`src/rtl/copy_pkg.sv`:
```
// Shared types and constants for the copy scheduler and the top_copy engine it drives.
package copy_pkg;

    localparam int DEF_ADDR_W = 12;
    localparam int DEF_WIDTH  = 16;
    localparam logic [15:0] SENTINEL = 16'hFFFF;

    typedef enum logic [2:0] {
        IDLE,
        GRANT,
        LOAD,
        RUN,
        REPORT
    } state_t;

    localparam logic [1:0] ST_NONE    = 2'b00;
    localparam logic [1:0] ST_DONE    = 2'b01;
    localparam logic [1:0] ST_FULL    = 2'b10;
    localparam logic [1:0] ST_TIMEOUT = 2'b11;

    // FULL outranks DONE when the engine raises both in the same cycle.
    function automatic logic [1:0] run_status(input logic full, input logic done,
                                              input logic expired);
        if (full)         return ST_FULL;
        else if (done)    return ST_DONE;
        else if (expired) return ST_TIMEOUT;
        else              return ST_NONE;
    endfunction

endpackage

```
`src/rtl/copy_sched_if.sv`:
```
// Client request/completion signals plus the engine control/status pair.
// Handshake: a client raises req[i] with its addresses stable and holds them until it sees
// ack[i] (one-cycle pulse); cmpl_valid[i] pulses once per accepted job with cmpl_status.
interface copy_sched_if
    import copy_pkg::*;
#(
    parameter int ADDR_W = DEF_ADDR_W
);
    logic [1:0]        req;
    logic [ADDR_W-1:0] req_src0;
    logic [ADDR_W-1:0] req_dst0;
    logic [ADDR_W-1:0] req_src1;
    logic [ADDR_W-1:0] req_dst1;
    logic [1:0]        ack;
    logic [1:0]        cmpl_valid;
    logic [1:0]        cmpl_status;
    logic              busy;
    logic              eng_rst;
    logic [ADDR_W-1:0] eng_src;
    logic [ADDR_W-1:0] eng_dst;
    logic              eng_done;
    logic              eng_full;
    state_t            dbg_state;

    modport master (
        output req, req_src0, req_dst0, req_src1, req_dst1, eng_done, eng_full,
        input  ack, cmpl_valid, cmpl_status, busy, eng_rst, eng_src, eng_dst, dbg_state
    );

    modport slave (
        input  req, req_src0, req_dst0, req_src1, req_dst1, eng_done, eng_full,
        output ack, cmpl_valid, cmpl_status, busy, eng_rst, eng_src, eng_dst, dbg_state
    );

endinterface

```
`src/rtl/copy_sched_rr_arb2.sv`:
```
// Two-way round-robin pick: the pointed-to client wins if requesting, otherwise the other.
module rr_arb2 (
    input  logic [1:0] req_i,
    input  logic       ptr_i,
    output logic       valid_o,
    output logic       grant_o
);

    assign valid_o = |req_i;
    assign grant_o = req_i[ptr_i] ? ptr_i : ~ptr_i;

endmodule

```
`src/rtl/copy_sched.sv`:
```
// Shares one top_copy engine between two clients: arbitrate, hold the engine in reset for
// setup, release it, watch done/full under a watchdog, then report per-client status.
module copy_sched
    import copy_pkg::*;
#(
    parameter int ADDR_W      = DEF_ADDR_W,
    parameter int TIMEOUT_CYC = 300,
    parameter int CNT_W       = 9
) (
    input  logic         clk,
    input  logic         rst,
    copy_sched_if.slave  bus
);

    state_t            state_q, state_d;
    logic              owner_q, owner_d;
    logic              rr_q, rr_d;
    logic [1:0]        ack_q, ack_d;
    logic [1:0]        cmpl_valid_q, cmpl_valid_d;
    logic [1:0]        cmpl_status_q, cmpl_status_d;
    logic              busy_q, busy_d;
    logic              eng_rst_q, eng_rst_d;
    logic [ADDR_W-1:0] eng_src_q, eng_src_d;
    logic [ADDR_W-1:0] eng_dst_q, eng_dst_d;
    logic [CNT_W-1:0]  wd_q, wd_d;
    logic [1:0]        run_st;
    logic              arb_valid;
    logic              arb_grant;

    rr_arb2 u_arb (
        .req_i   (bus.req),
        .ptr_i   (rr_q),
        .valid_o (arb_valid),
        .grant_o (arb_grant)
    );

    always_comb begin
        state_d       = state_q;
        owner_d       = owner_q;
        rr_d          = rr_q;
        ack_d         = 2'b00;
        cmpl_valid_d  = 2'b00;
        cmpl_status_d = ST_NONE;
        busy_d        = busy_q;
        eng_rst_d     = 1'b1;
        eng_src_d     = eng_src_q;
        eng_dst_d     = eng_dst_q;
        wd_d          = wd_q;
        run_st        = ST_NONE;
        case (state_q)
            IDLE: begin
                if (arb_valid) begin
                    owner_d          = arb_grant;
                    ack_d[arb_grant] = 1'b1;
                    eng_src_d        = arb_grant ? bus.req_src1 : bus.req_src0;
                    eng_dst_d        = arb_grant ? bus.req_dst1 : bus.req_dst0;
                    busy_d           = 1'b1;
                    state_d          = GRANT;
                end
            end
            GRANT: state_d = LOAD;
            LOAD: begin
                wd_d      = '0;
                eng_rst_d = 1'b0;
                state_d   = RUN;
            end
            RUN: begin
                eng_rst_d = 1'b0;
                wd_d      = wd_q + 1'b1;
                run_st    = run_status(bus.eng_full, bus.eng_done,
                                       wd_q == CNT_W'(TIMEOUT_CYC - 1));
                if (run_st != ST_NONE) begin
                    eng_rst_d             = 1'b1;
                    cmpl_valid_d[owner_q] = 1'b1;
                    cmpl_status_d         = run_st;
                    state_d               = REPORT;
                end
            end
            REPORT: begin
                rr_d    = ~owner_q;
                busy_d  = 1'b0;
                state_d = IDLE;
            end
            default: state_d = IDLE;
        endcase
    end

    always_ff @(posedge clk) begin
        if (rst) begin
            state_q       <= IDLE;
            owner_q       <= 1'b0;
            rr_q          <= 1'b0;
            ack_q         <= 2'b00;
            cmpl_valid_q  <= 2'b00;
            cmpl_status_q <= ST_NONE;
            busy_q        <= 1'b0;
            eng_rst_q     <= 1'b1;
            eng_src_q     <= '0;
            eng_dst_q     <= '0;
            wd_q          <= '0;
        end else begin
            state_q       <= state_d;
            owner_q       <= owner_d;
            rr_q          <= rr_d;
            ack_q         <= ack_d;
            cmpl_valid_q  <= cmpl_valid_d;
            cmpl_status_q <= cmpl_status_d;
            busy_q        <= busy_d;
            eng_rst_q     <= eng_rst_d;
            eng_src_q     <= eng_src_d;
            eng_dst_q     <= eng_dst_d;
            wd_q          <= wd_d;
        end
    end

    assign bus.ack         = ack_q;
    assign bus.cmpl_valid  = cmpl_valid_q;
    assign bus.cmpl_status = cmpl_status_q;
    assign bus.busy        = busy_q;
    assign bus.eng_rst     = eng_rst_q;
    assign bus.eng_src     = eng_src_q;
    assign bus.eng_dst     = eng_dst_q;
    assign bus.dbg_state   = state_q;

endmodule

```
`src/flat_wrapper.sv`:
```
// flat-port wrapper written by rule: the top's interface ports become plain ports
module copy_sched_flat import copy_pkg::*;
#(
    parameter int ADDR_W      = DEF_ADDR_W,
    parameter int TIMEOUT_CYC = 300,
    parameter int CNT_W       = 9
)
  (clk, rst, bus_req, bus_req_src0, bus_req_dst0, bus_req_src1, bus_req_dst1, bus_eng_done, bus_eng_full, bus_ack, bus_cmpl_valid, bus_cmpl_status, bus_busy, bus_eng_rst, bus_eng_src, bus_eng_dst, bus_dbg_state);
  copy_sched_if #(.ADDR_W(ADDR_W)) bus_i ();
  input  logic clk;
  input  logic rst;
  input wire logic [$bits(bus_i.req)-1:0] bus_req;
  input wire logic [$bits(bus_i.req_src0)-1:0] bus_req_src0;
  input wire logic [$bits(bus_i.req_dst0)-1:0] bus_req_dst0;
  input wire logic [$bits(bus_i.req_src1)-1:0] bus_req_src1;
  input wire logic [$bits(bus_i.req_dst1)-1:0] bus_req_dst1;
  input wire logic [$bits(bus_i.eng_done)-1:0] bus_eng_done;
  input wire logic [$bits(bus_i.eng_full)-1:0] bus_eng_full;
  output wire logic [$bits(bus_i.ack)-1:0] bus_ack;
  output wire logic [$bits(bus_i.cmpl_valid)-1:0] bus_cmpl_valid;
  output wire logic [$bits(bus_i.cmpl_status)-1:0] bus_cmpl_status;
  output wire logic [$bits(bus_i.busy)-1:0] bus_busy;
  output wire logic [$bits(bus_i.eng_rst)-1:0] bus_eng_rst;
  output wire logic [$bits(bus_i.eng_src)-1:0] bus_eng_src;
  output wire logic [$bits(bus_i.eng_dst)-1:0] bus_eng_dst;
  output wire logic [$bits(bus_i.dbg_state)-1:0] bus_dbg_state;
  assign bus_i.req = bus_req;
  assign bus_i.req_src0 = bus_req_src0;
  assign bus_i.req_dst0 = bus_req_dst0;
  assign bus_i.req_src1 = bus_req_src1;
  assign bus_i.req_dst1 = bus_req_dst1;
  assign bus_i.eng_done = bus_eng_done;
  assign bus_i.eng_full = bus_eng_full;
  assign bus_ack = bus_i.ack;
  assign bus_cmpl_valid = bus_i.cmpl_valid;
  assign bus_cmpl_status = bus_i.cmpl_status;
  assign bus_busy = bus_i.busy;
  assign bus_eng_rst = bus_i.eng_rst;
  assign bus_eng_src = bus_i.eng_src;
  assign bus_eng_dst = bus_i.eng_dst;
  assign bus_dbg_state = bus_i.dbg_state;
  copy_sched #(.ADDR_W(ADDR_W), .TIMEOUT_CYC(TIMEOUT_CYC), .CNT_W(CNT_W)) u_core (.clk(clk), .rst(rst), .bus(bus_i));
endmodule
```
`config.mk`:
```
export PLATFORM = sky130hd
export DESIGN_NAME = copy_sched_flat
export DESIGN_NICKNAME = d
export VERILOG_FILES = /design/src/rtl/copy_pkg.sv /design/src/rtl/copy_sched_if.sv /design/src/rtl/copy_sched_rr_arb2.sv /design/src/rtl/copy_sched.sv /design/src/flat_wrapper.sv
export SDC_FILE = /design/constraint.sdc
export NUM_CORES = 1
export LEC_CHECK = 0
export CORE_MARGIN = 8
export CORE_UTILIZATION = 43
export CTS_CLUSTER_SIZE = 16
export DETAILED_ROUTE_END_ITERATION = 16
export PLACE_DENSITY = 0.79
export SLEW_MARGIN = 15
export SYNTH_ARGS = -nofsm -noshare
export SYNTH_HDL_FRONTEND = slang
export SYNTH_SLANG_ARGS = --single-unit
```
`constraint.sdc`:
```
create_clock -name clk -period 1.9 [get_ports clk]
set_input_delay 0.285 -clock clk [delete_from_list [all_inputs] [get_ports clk]]
set_output_delay 0.285 -clock clk [all_outputs]
set_load 0.005 [all_outputs]
```
==> out/metrics.csv <==
metric,value,unit
postSynth.asyncResetShare,0,%
worstHoldStart,u_core.owner_q,
slew_headroom,73.0,%
fp.dieW,87.1,um
max-vdd-ir-drop,0.476,mV
finalCriticalPeriod,1.72,ns
cp-startpoint,u_core.bus.dbg_state[2],
synth_top_area_share,42.3,%
synth-seq-area-share,42.3,%
r2r-start,u_core.wd_q[0],
r2r_setup_slack,0.27,ns
critical_path_buf_inv_count,1,
startpoint_type,flip-flop,
hpwlAfterDp,5080,um
cts.htree.levels,2,
io-pin-count,89,
synth-seq-cells,46,
gp_congestion,0.818,
report.final.slew_viol_count,0,
drive_above_1_share,9.85,%
synth_flop_cell,dfxtp_1,
grt_max_degree,29,
start_util,43.4,%
max_slew.worst_pin.slew,0.404,ns
drc,0,
highest_layer,met4,
synth_warnings,0,
core_area,5010,um^2
area_growth_syn_to_layout,48.6,%
rows,26,
grt_use_total,18.1,%
synth_most_common_cell,dfxtp_1,
cts_sinks,46,
die_height,87.1,um
avgSynthCellArea,8.63,um^2
p_leak,1.13,nW
gr-total-overflow,0,
setup_tns,0,ns
first_pass_iters,4,
slowest_delay,0.58,ns
cts-resized-gates,0,
hold_buffers,0,
grt_pass1_wl,11000,um
path_delay_family,buffers and inverters,
synth.cell_area,2180,um^2
clock_path_buffers,2,
max_cap_viol_count,0,
power,2.83,mW
root_buffer,clkbuf_8,
end_kind,output port,
worstPathMaxFanout,10,
grt_setup_unrepaired,no,
yosysTopAreaCell,dfxtp_1,
portBuffers,88,
netlist_instances,252,
cts_buffers,5,
pwr_density_cell,874,nW/um^2
cts_tree,yes,
finalCritPeriodShare,90.4,%
met1_length,2830,um
wl_met3,695,um
antenna_found_initial,0,
synthTopCellsByCount,"dfxtp_1, a21oi_1, nand3_1, o21ai_0, a311oi_1",
yosys.cell_types.count,42,
synth_nets,307,
drt.antenna.violating_nets,0,
drtIter0Drc,113,
crit_type,reg2out,
timing.fmax,582,MHz
grt_pass1_vias,2354,
cp_slowest_cell,clkdlybuf4s50_1,
drt_wl_total,6780,um
synth_edf_count,0,
hp-class,reg2reg,
setup_viol,0,
die_area,7590,um^2
arrival,1.43,ns
clock_latency,0.29,ns
synth.area.top_cells,"dfxtp_1, a311oi_1, a21oi_1",
hold_violations,0,
worst_clock_skew,0.00238,ns
wl_per_cell,16.7,um
antenna_cells,0,
clk_pin_slew,0.08,ns
route.met2.wl,3130,um
viasPerCell,5.61,
status,"complete, no violations",
path_cells,clkdlybuf4s50_1,
num_vias,2271,
post_cts_buffers,0,
critPathRequiredTime,1.62,ns
layout.nets,390,
## state kept, by name, summed over array words and instances, names as in the netlist
register	flops
u_core.owner_q	1
u_core.bus.ack	2
u_core.wd_q	9
u_core.bus.eng_src	12
u_core.bus.cmpl_valid	2
u_core.bus.eng_rst	1
u_core.bus.busy	1
u_core.rr_q	1
u_core.bus.dbg_state	3
u_core.bus.eng_dst	12
u_core.bus.cmpl_status	2
## through the flow
step | std cells | utilization (%) | cell area [um^2] | hold WS (ns) | setup WS [ns]
3_5_place_dp | 398 | 63.0 | 3160 | 0.416 | 0.105
2_1_floorplan | 252 | - | 2180 | 0.364 | 0.427
5_1_grt | 405 | 64.6 | 3230 | 0.467 | 0.104
6_report | 405 | 64.6 | 3230 | 0.446 | 0.182
3_3_place_gp | 398 | 63.0 | 3160 | 0.416 | 0.190
4_1_cts | 405 | 64.6 | 3230 | 0.444 | 0.177
## final timing paths
check	to	cells after the start
max	bus_dbg_state[2]	1
min	u_core.bus.cmpl_valid[0]	1
max reg2reg	u_core.bus.dbg_state[0]	4
min reg2reg	u_core.bus.cmpl_valid[0]	1
## cells in the final DEF (no fill, tap or decap), types with 3 or more instances in the layout
cell type | synthesis | layout
o21ai_0 | 27 | 27
a311oi_1 | 24 | 24
nand2b_1 | 5 | 5
nand4_1 | 3 | 3
dfxtp_1 | 46 | 46
buf_4 | 0 | 13
nand2_1 | 5 | 5
clkdlybuf4s50_1 | 0 | 88
nor3b_1 | 4 | 4
a21oi_1 | 32 | 32
nand3b_1 | 3 | 3
inv_1 | 3 | 3
nor4_1 | 3 | 3
nor3_1 | 4 | 4
clkbuf_8 | 0 | 5
nor2_1 | 8 | 8
nand3_1 | 27 | 27
## report_power, final
group          switching, mW  internal, mW  total [mW]
Combinational          0.462         0.586        1.05
Sequential             0.106          1.12        1.22
Clock                  0.307         0.247       0.554
## cells by family (layout without fill, tap and decap cells)
kind of cell	count (synthesis)	after routing	share of synthesized area (%)
buf+inv	30	113	6.32
fa+ha+maj	1	1	0.575
flops	46	46	42.3
xor+xnor	1	1	0.403
compound gates	93	93	27.1
mux	4	4	1.96
simple gates	77	77	21.3
## layer usage
layer  up-vias  GRT usage [%]
met3        12           8.58
li1       1120              -
met2        95           27.4
met1      1044           21.9
met5         -              0
met4         0           6.09
## cell type report
type / count / area (um^2)
fillers: 444 / 1780
multi-input cells: 176 / 1120
repair buffers: 103 / 1020
flip-flops and latches: 46 / 921
well taps: 70 / 87.6
clock buffers: 5 / 68.8
inverters: 3 / 11.3
clock inverters: 2 / 10.0
(Power assumes the default switching activity.)
